$ cat config.mk
export PLATFORM = sky130hd
export DESIGN_NAME = regbank_wb_queue
export DESIGN_NICKNAME = d
export VERILOG_FILES = /design/src/rtl/regbank_wb_queue.sv
export SDC_FILE = /design/constraint.sdc
export NUM_CORES = 1
export LEC_CHECK = 0
export BUFFER_PORTS_ARGS = -buffer_cell sky130_fd_sc_hd__buf_2
export CAP_MARGIN = 40
export CELL_PAD_IN_SITES_DETAIL_PLACEMENT = 1
export CELL_PAD_IN_SITES_GLOBAL_PLACEMENT = 1
export CORE_MARGIN = 1
export CORE_UTILIZATION = 35
export CTS_CLUSTER_SIZE = 20
export DETAILED_ROUTE_END_ITERATION = 10
export GPL_TIMING_DRIVEN = 0
export PLACE_DENSITY = 0.77
export RECOVER_POWER = 50
export SKIP_LAST_GASP = 1
export SLEW_MARGIN = 10
export SYNTH_ARGS = -nofsm -noshare
export SYNTH_HDL_FRONTEND = slang
export SYNTH_SLANG_ARGS = --single-unit
$ cat constraint.sdc
create_clock -name clk -period 7.4 [get_ports clk]
set_input_delay 0.37 -clock clk [delete_from_list [all_inputs] [get_ports clk]]
set_output_delay 0.37 -clock clk [all_outputs]
set_load 0.02 [all_outputs]
$ cat src/rtl/regbank_wb_queue.sv
// regbank_wb_queue
//   Write-back queue in front of the 32x32 register bank. Two producer ports
//   (A, B) push register writes into an in-order FIFO; one entry per cycle is
//   drained into a registered bank write port. Pending (uncommitted) data is
//   forwarded combinationally for the bank's two read selects.
//
// Ports
//   clk, reset            clock, synchronous active-high reset
//   a_valid/a_dr/a_data   port A request, a_ready = accepted when valid
//   b_valid/b_dr/b_data   port B request, b_ready = accepted when valid
//   write/dr/wrData       registered bank write port
//   sr1, sr2              bank read selects (forwarding lookup keys)
//   fwd1_hit/fwd1_data    youngest pending write to sr1 (data 0 on miss)
//   fwd2_hit/fwd2_data    youngest pending write to sr2 (data 0 on miss)
//   pending               FIFO occupancy, output register not included
module regbank_wb_queue #(
   parameter int unsigned DEPTH = 4,
   parameter int unsigned AW    = 5,
   parameter int unsigned DW    = 32
) (
   input  logic                       clk,
   input  logic                       reset,
   input  logic                       a_valid,
   input  logic [AW-1:0]              a_dr,
   input  logic [DW-1:0]              a_data,
   output logic                       a_ready,
   input  logic                       b_valid,
   input  logic [AW-1:0]              b_dr,
   input  logic [DW-1:0]              b_data,
   output logic                       b_ready,
   output logic                       write,
   output logic [AW-1:0]              dr,
   output logic [DW-1:0]              wrData,
   input  logic [AW-1:0]              sr1,
   input  logic [AW-1:0]              sr2,
   output logic                       fwd1_hit,
   output logic [DW-1:0]              fwd1_data,
   output logic                       fwd2_hit,
   output logic [DW-1:0]              fwd2_data,
   output logic [$clog2(DEPTH):0]     pending
);

   localparam int unsigned PTR_W = $clog2(DEPTH);
   localparam int unsigned CNT_W = PTR_W + 1;

   logic [AW-1:0]    mem_dr_q   [DEPTH];
   logic [AW-1:0]    mem_dr_d   [DEPTH];
   logic [DW-1:0]    mem_data_q [DEPTH];
   logic [DW-1:0]    mem_data_d [DEPTH];
   logic [PTR_W-1:0] rd_ptr_q, rd_ptr_d;
   logic [PTR_W-1:0] wr_ptr_q, wr_ptr_d;
   logic [CNT_W-1:0] cnt_q, cnt_d;
   logic             write_q, write_d;
   logic [AW-1:0]    dr_q, dr_d;
   logic [DW-1:0]    wr_data_q, wr_data_d;

   logic [CNT_W-1:0] free;
   logic             push_a, push_b, pop;
   logic [PTR_W-1:0] b_idx;
   logic [PTR_W-1:0] idx;

   // Free space is taken from current occupancy only; a pop at the same edge
   // does not make room for a push.
   assign free    = CNT_W'(DEPTH) - cnt_q;
   assign a_ready = (free != '0);
   assign b_ready = (free >= CNT_W'(2)) || ((free != '0) && !a_valid);
   assign push_a  = a_valid && a_ready;
   assign push_b  = b_valid && b_ready;
   assign pop     = (cnt_q != '0);

   assign write   = write_q;
   assign dr      = dr_q;
   assign wrData  = wr_data_q;
   assign pending = cnt_q;

   always_comb begin
      mem_dr_d   = mem_dr_q;
      mem_data_d = mem_data_q;
      // B lands behind A when both are accepted in the same cycle.
      b_idx      = push_a ? wr_ptr_q + PTR_W'(1) : wr_ptr_q;
      if (push_a) begin
         mem_dr_d[wr_ptr_q]   = a_dr;
         mem_data_d[wr_ptr_q] = a_data;
      end
      if (push_b) begin
         mem_dr_d[b_idx]   = b_dr;
         mem_data_d[b_idx] = b_data;
      end
      wr_ptr_d = wr_ptr_q + PTR_W'(push_a) + PTR_W'(push_b);
      rd_ptr_d = rd_ptr_q + PTR_W'(pop);
      cnt_d    = cnt_q + CNT_W'(push_a) + CNT_W'(push_b) - CNT_W'(pop);
      write_d  = pop;
      dr_d      = pop ? mem_dr_q[rd_ptr_q]   : dr_q;
      wr_data_d = pop ? mem_data_q[rd_ptr_q] : wr_data_q;
   end

   // Forwarding: start from the output register (oldest candidate), then walk
   // the FIFO head to tail so later (younger) matches override earlier ones.
   always_comb begin
      fwd1_hit  = 1'b0;
      fwd1_data = '0;
      fwd2_hit  = 1'b0;
      fwd2_data = '0;
      idx       = '0;
      if (write_q && (dr_q == sr1)) begin
         fwd1_hit  = 1'b1;
         fwd1_data = wr_data_q;
      end
      if (write_q && (dr_q == sr2)) begin
         fwd2_hit  = 1'b1;
         fwd2_data = wr_data_q;
      end
      for (int unsigned i = 0; i < DEPTH; i++) begin
         idx = rd_ptr_q + PTR_W'(i);
         if (i < 32'(cnt_q)) begin
            if (mem_dr_q[idx] == sr1) begin
               fwd1_hit  = 1'b1;
               fwd1_data = mem_data_q[idx];
            end
            if (mem_dr_q[idx] == sr2) begin
               fwd2_hit  = 1'b1;
               fwd2_data = mem_data_q[idx];
            end
         end
      end
   end

   // Storage array needs no reset: occupancy gates every read of it.
   always_ff @(posedge clk) begin
      mem_dr_q   <= mem_dr_d;
      mem_data_q <= mem_data_d;
   end

   always_ff @(posedge clk) begin
      if (reset) begin
         rd_ptr_q  <= '0;
         wr_ptr_q  <= '0;
         cnt_q     <= '0;
         write_q   <= 1'b0;
         dr_q      <= '0;
         wr_data_q <= '0;
      end else begin
         rd_ptr_q  <= rd_ptr_d;
         wr_ptr_q  <= wr_ptr_d;
         cnt_q     <= cnt_d;
         write_q   <= write_d;
         dr_q      <= dr_d;
         wr_data_q <= wr_data_d;
      end
   end

endmodule

After elaboration in Yosys (flattened, before gate mapping)
Index checks and enable logic that the tools add are counted.

Word-level logic and storage cells: 142. Flip-flop bits (word level): 193. Output and inout port bits: 109. Input bits: 88.

Muxes and demuxes: 77. Reductions and logical operators: 11. $add $sub $neg: 11. Bitwise logic cells: 6. Order comparisons: 13. Equality and inequality tests: 10.

Operator list (number): 32-bit two-way mux (28); 32-bit binary-select mux with 2-bit select (4); 128-bit bitwise mux (2); 128-bit two-way mux (2); 32-bit demux with 2-bit select (2); 5-bit equality test (10); 5-bit two-way mux (10); 5-bit binary-select mux with 2-bit select (4); 20-bit bitwise mux (2); 20-bit two-way mux (2); 5-bit demux with 2-bit select (2); 3-bit >= comparator (second input constant) (6); 1-bit two-way mux (18); 2-bit NOT with 3-bit output (6); 1-bit logical AND (7); 2-bit by 1-bit adder with 2-bit output (3); 3-bit by 1-bit adder with 3-bit output (2); 1-bit by 3-bit < comparator with 1-bit output (first input constant) (2); 2-bit by 3-bit < comparator with 1-bit output (first input constant) (2); 3-bit by 1-bit < comparator with 1-bit output (second input constant) (2); 3-bit nonzero test (2); 2-bit by 1-bit adder with 2-bit output (second input constant) (2); 2-bit adder (second input constant) (2); 3-bit by 2-bit >= comparator with 1-bit output (second input constant) (1); other kinds (5) (5).

Longest topological paths before layout
Depth after elaboration: 13. Gate-level depth with buffers: 12. Gate-level depth less buffers: 11.

Worst setup path after synthesis
No wires, ideal clock.

Path kind: register -> output. From: register rd_ptr_q[0]. To: output port fwd1_data[21]. Path buffers: 4. Stages on the path, launching flop included: 11. Required time: 7030 ps. Setup slack: 4356 ps. Arrival: 2674 ps. Path through: dfxtp_1 -> buf_6 -> buf_6 -> mux4_2 -> xnor2_1 -> nand4_1 -> nor2_1 -> or2_1 -> clkbuf_2 -> buf_2 -> o31ai_1.

Word-level cells in the longest chain between the ends: 13. Elaborated cells on any way between the ends: 43. Classes of those cells: add/sub (3); eq/ne (4); mux (32); bitwise (4).

RTL lines: start, declared (RTL line 50) `logic [PTR_W-1:0] rd_ptr_q, rd_ptr_d;`; start signal, assigned (RTL line 143) `rd_ptr_q <= rd_ptr_d;`; parallel branches: the longest is 12 deep, another holds 2-bit by 1-bit adder with 2-bit output; 32-bit two-way mux * (RTL line 115) `if (i < 32'(cnt_q)) begin`; end, declared (RTL line 37) `output logic [DW-1:0] fwd1_data,`.

Mark *: on every way between the ends. The select of a mux whose other input is x is not followed.

Worst setup path in the final report
From: register rd_ptr_q[1]. To: output port fwd1_data[0].

Same word-level chain as after synthesis.

==> metrics.txt <==
# TYPE chip_impl_metric gauge
chip_impl_metric{name="cts_max_level",unit=""} 4
chip_impl_metric{name="vias_per_cell",unit=""} 6.38
chip_impl_metric{name="post-route-min-period",unit="ns"} 5.95
chip_impl_metric{name="final_util",unit="%"} 41.5
chip_impl_metric{name="dpl-instance-area",unit="mm²"} 0.0161
chip_impl_metric{name="grt_pass1_vias",unit=""} 16568
chip_impl_metric{name="final.setup.worst_slack",unit="ns"} 1.45
chip_impl_info{name="final_common_cell",value="mux2i_1"} 1
chip_impl_metric{name="static-leakage-power",unit="µW"} 0.00689
chip_impl_metric{name="whs_path_depth",unit=""} 3
chip_impl_metric{name="tightest_slew",unit="ns"} 1.05
chip_impl_metric{name="synth-seq-cells",unit=""} 193
chip_impl_info{name="worstHoldStart",value="b_data[15]"} 1
chip_impl_metric{name="worst-endpoint-required",unit="ns"} 7.03
chip_impl_metric{name="std_cell_rows",unit=""} 73
chip_impl_info{name="outcome",value="finished clean"} 1
chip_impl_metric{name="wire_per_inst",unit="µm"} 27.8
chip_impl_info{name="final_cell_mix",value="mux2i_1 (246), nor2_1 (222), nand2_1 (202)"} 1
chip_impl_metric{name="mappedNetlistNets",unit=""} 1884
chip_impl_metric{name="clk-insertion-delay-late",unit="ns"} 0.49
chip_impl_metric{name="worst_slew_margin_rel",unit="%"} 29.9
chip_impl_metric{name="grt_antenna_before_repair",unit=""} 3
chip_impl_metric{name="floorplan.initialDensity",unit="%"} 35.8
chip_impl_metric{name="postCtsSetupRepairBufs",unit=""} 0
chip_impl_metric{name="cts_made_buffers",unit=""} 17
chip_impl_metric{name="place_ws",unit="ns"} 3.45
chip_impl_metric{name="layout-drive-gt1-share",unit="%"} 15.4
chip_impl_metric{name="firstDrtPassIters",unit=""} 8
chip_impl_metric{name="core_area",unit="mm²"} 0.0401
chip_impl_metric{name="netlist_instances",unit=""} 1781
chip_impl_metric{name="postRouteAntennaNets",unit=""} 0
chip_impl_metric{name="synth-edff-count",unit=""} 0
chip_impl_metric{name="die_height",unit="µm"} 204
chip_impl_metric{name="worst-path-max-fanout",unit=""} 10
chip_impl_metric{name="final_hold_viol_count",unit=""} 0
chip_impl_info{name="worstReg2RegEnd",value="wrData[3]$_SDFFE_PP0N_"} 1
chip_impl_metric{name="achievable-frequency",unit="MHz"} 168
chip_impl_metric{name="floorplan.die.width",unit="µm"} 204
chip_impl_metric{name="crit_path_dat",unit="ns"} 5.58
chip_impl_metric{name="power_density",unit="mW/mm²"} 516
chip_impl_info{name="worstReg2RegStart",value="rd_ptr_q[1]$_SDFF_PP0_"} 1
chip_impl_metric{name="post_cts.resized_instances",unit=""} 0
chip_impl_metric{name="period_share",unit="%"} 80.4
chip_impl_metric{name="final_max_tran_viols",unit=""} 0
chip_impl_metric{name="cts.clk_slew.worst_paths",unit="ns"} 0.09
chip_impl_metric{name="grt_first_pass_wirelength",unit="mm"} 104
chip_impl_metric{name="die_area",unit="mm²"} 0.0418
chip_impl_metric{name="rd_place_congestion",unit=""} 0.967
chip_impl_metric{name="max_capacitance_violation_count",unit=""} 0
chip_impl_info{name="yosys_most_used_dff",value="dfxtp_1"} 1
chip_impl_info{name="tritoncts_clock_tree",value="yes"} 1
chip_impl_info{name="cp-end-kind",value="output port"} 1
chip_impl_metric{name="cts_hold_repair.buffers",unit=""} 0
chip_impl_info{name="cts.root.buffer_cell",value="clkbuf_16"} 1
chip_impl_metric{name="post-route-drc-count",unit=""} 0
chip_impl_metric{name="first_iter_violations",unit=""} 1715
chip_impl_metric{name="num-nets-final",unit=""} 2106
chip_impl_metric{name="power.ir.vdd_worst",unit="mV"} 0.233
chip_impl_metric{name="grt_start_max_net_pins",unit=""} 20
chip_impl_metric{name="final_design_area_no_fill",unit="mm²"} 0.0167
chip_impl_metric{name="fin_worst_skew",unit="ns"} 0.0166
chip_impl_metric{name="grt_use_total",unit="%"} 33.6
chip_impl_metric{name="gr-total-overflow",unit=""} 0
chip_impl_metric{name="synthDistinctLibCells",unit=""} 44
chip_impl_metric{name="wl",unit="mm"} 70.6
chip_impl_metric{name="syn-cell-area",unit="mm²"} 0.0143
chip_impl_metric{name="timing.final.setup_violations",unit=""} 0
chip_impl_metric{name="clock_sink_total",unit=""} 193
chip_impl_metric{name="r2r_setup_slack",unit="ns"} 2.93
chip_impl_metric{name="dp.final_hpwl",unit="mm"} 51.7
chip_impl_info{name="setup.worst_path.start_class",value="flop"} 1
chip_impl_metric{name="clock_tree.buffer_depth",unit=""} 2
chip_impl_metric{name="setup-tns-final",unit="ns"} 0
chip_impl_metric{name="synth.yosys.seq_area_share",unit="%"} 26.9
chip_impl_info{name="rsz0062_at_grt",value="no"} 1
chip_impl_metric{name="synthesis.yosys.warnings",unit=""} 0
chip_impl_metric{name="mapped_avg_cell_area",unit="µm²"} 8.05
chip_impl_info{name="timing.setup.critical_path_class",value="flop to output port"} 1
chip_impl_metric{name="design.portCount",unit=""} 197
chip_impl_metric{name="async_set_reset_flop_share_out_of_synthesis",unit="%"} 0
chip_impl_metric{name="io_buffers",unit=""} 185
chip_impl_info{name="worstHoldEndpoint",value="mem_data_q[79]$_DFF_P_"} 1
chip_impl_metric{name="worstRegToRegCells",unit=""} 9
chip_impl_metric{name="fin_hold_ws",unit="ns"} 0.128
chip_impl_info{name="min-delay-path-class",value="input port to flop"} 1
chip_impl_metric{name="syn_to_final_growth",unit="%"} 16.1
chip_impl_metric{name="route.vias.total",unit=""} 16223
==> power by group <==
part	internal, µW	total, µW	switching [µW]	leakage (µW)
logic	1910	5430	3520	0.00498
clock network	481	991	510	0.000286
registers	1590	2180	586	0.00162
==> flip-flops by register name, summed over array words and instances (netlist names) <==
register,cells
dr,5
mem_data_q,128
mem_dr_q,20
pending,3
rd_ptr_q,2
wrData,32
wr_ptr_q,2
write,1
==> cell usage after synthesis, types with 39 or more instances <==
cell type / instances / area, µm²
mux2i_1: 246 / 2460
nor2_1: 222 / 833
nand2_1: 202 / 758
dfxtp_1: 193 / 3860
clkbuf_1: 120 / 450
a21oi_1: 119 / 596
o21ai_0: 116 / 581
a221oi_1: 63 / 552
o211ai_1: 62 / 465
mux2_2: 59 / 664
nand3_1: 39 / 195
==> per-layer routing <==
metal,wire length (µm),share of wire [%],up-vias,GRT usage [%]
li1,-,-,6969,-
met3,7010,9.9,242,7.41
met1,28300,40,7994,43.0
met2,31600,45,1016,52.1
met4,3710,5.3,2,18.4
met5,17,0.024,-,0
==> worst max path at each step <==
stage               cells past startpoint                    from       endpoint  slack (ns)
detailed placement                     10  rd_ptr_q[1]$_SDFF_PP0_  fwd1_data[11]        3.45
global route                           10  rd_ptr_q[1]$_SDFF_PP0_   fwd1_data[0]        1.39
floorplan                              10  rd_ptr_q[0]$_SDFF_PP0_  fwd1_data[21]        4.36
CTS                                    10  rd_ptr_q[1]$_SDFF_PP0_  fwd1_data[11]        2.93
finish                                 10  rd_ptr_q[1]$_SDFF_PP0_   fwd1_data[0]        1.45
global placement                       10  rd_ptr_q[1]$_SDFF_PP0_  fwd1_data[11]        3.50
==> through the flow <==
stage               total power, µW  instances
CTS                            8460       2540
global route                   9010       2543
detailed placement             7460       2508
floorplan                      5540       1781
finish                         8600       2543
global placement               7170       2491
==> cell families after synthesis <==
group / count (synthesis) / synth area share (%)
buffers and inverters: 191 / 5.89
AO/OA/AOI/OAI: 494 / 22.5
adder cells (fa/ha/maj): 15 / 1.47
multiplexers: 329 / 25.6
XOR/XNOR: 54 / 3.30
AND/OR/NAND/NOR: 505 / 14.3
flip-flops: 193 / 26.9
==> cell type report <==
cell class | instances | area, µm²
repair buffers | 203 | 1070
multi-input cells | 1397 | 9630
diodes | 2 | 5.00
clock buffers | 17 | 425
inverters | 14 | 52.6
clock inverters | 15 | 171
fillers | 4974 | 23400
plain buffers | 177 | 773
well taps | 525 | 657
flip-flops and latches | 193 | 3860
==> worst max-delay path, cell delays in order (launching register included) <==
cell and delay [ns]:
dfxtp_1 0.32, clkbuf_1 0.51, clkbuf_1 0.63, clkbuf_1 0.55, clkbuf_1 0.55, clkbuf_1 0.84, mux2i_1 0.29, mux2i_1 0.32
a221oi_1 0.14, o31ai_1 0.63, buf_2 0.29
Note: power is estimated with default switching activity, not from simulation.
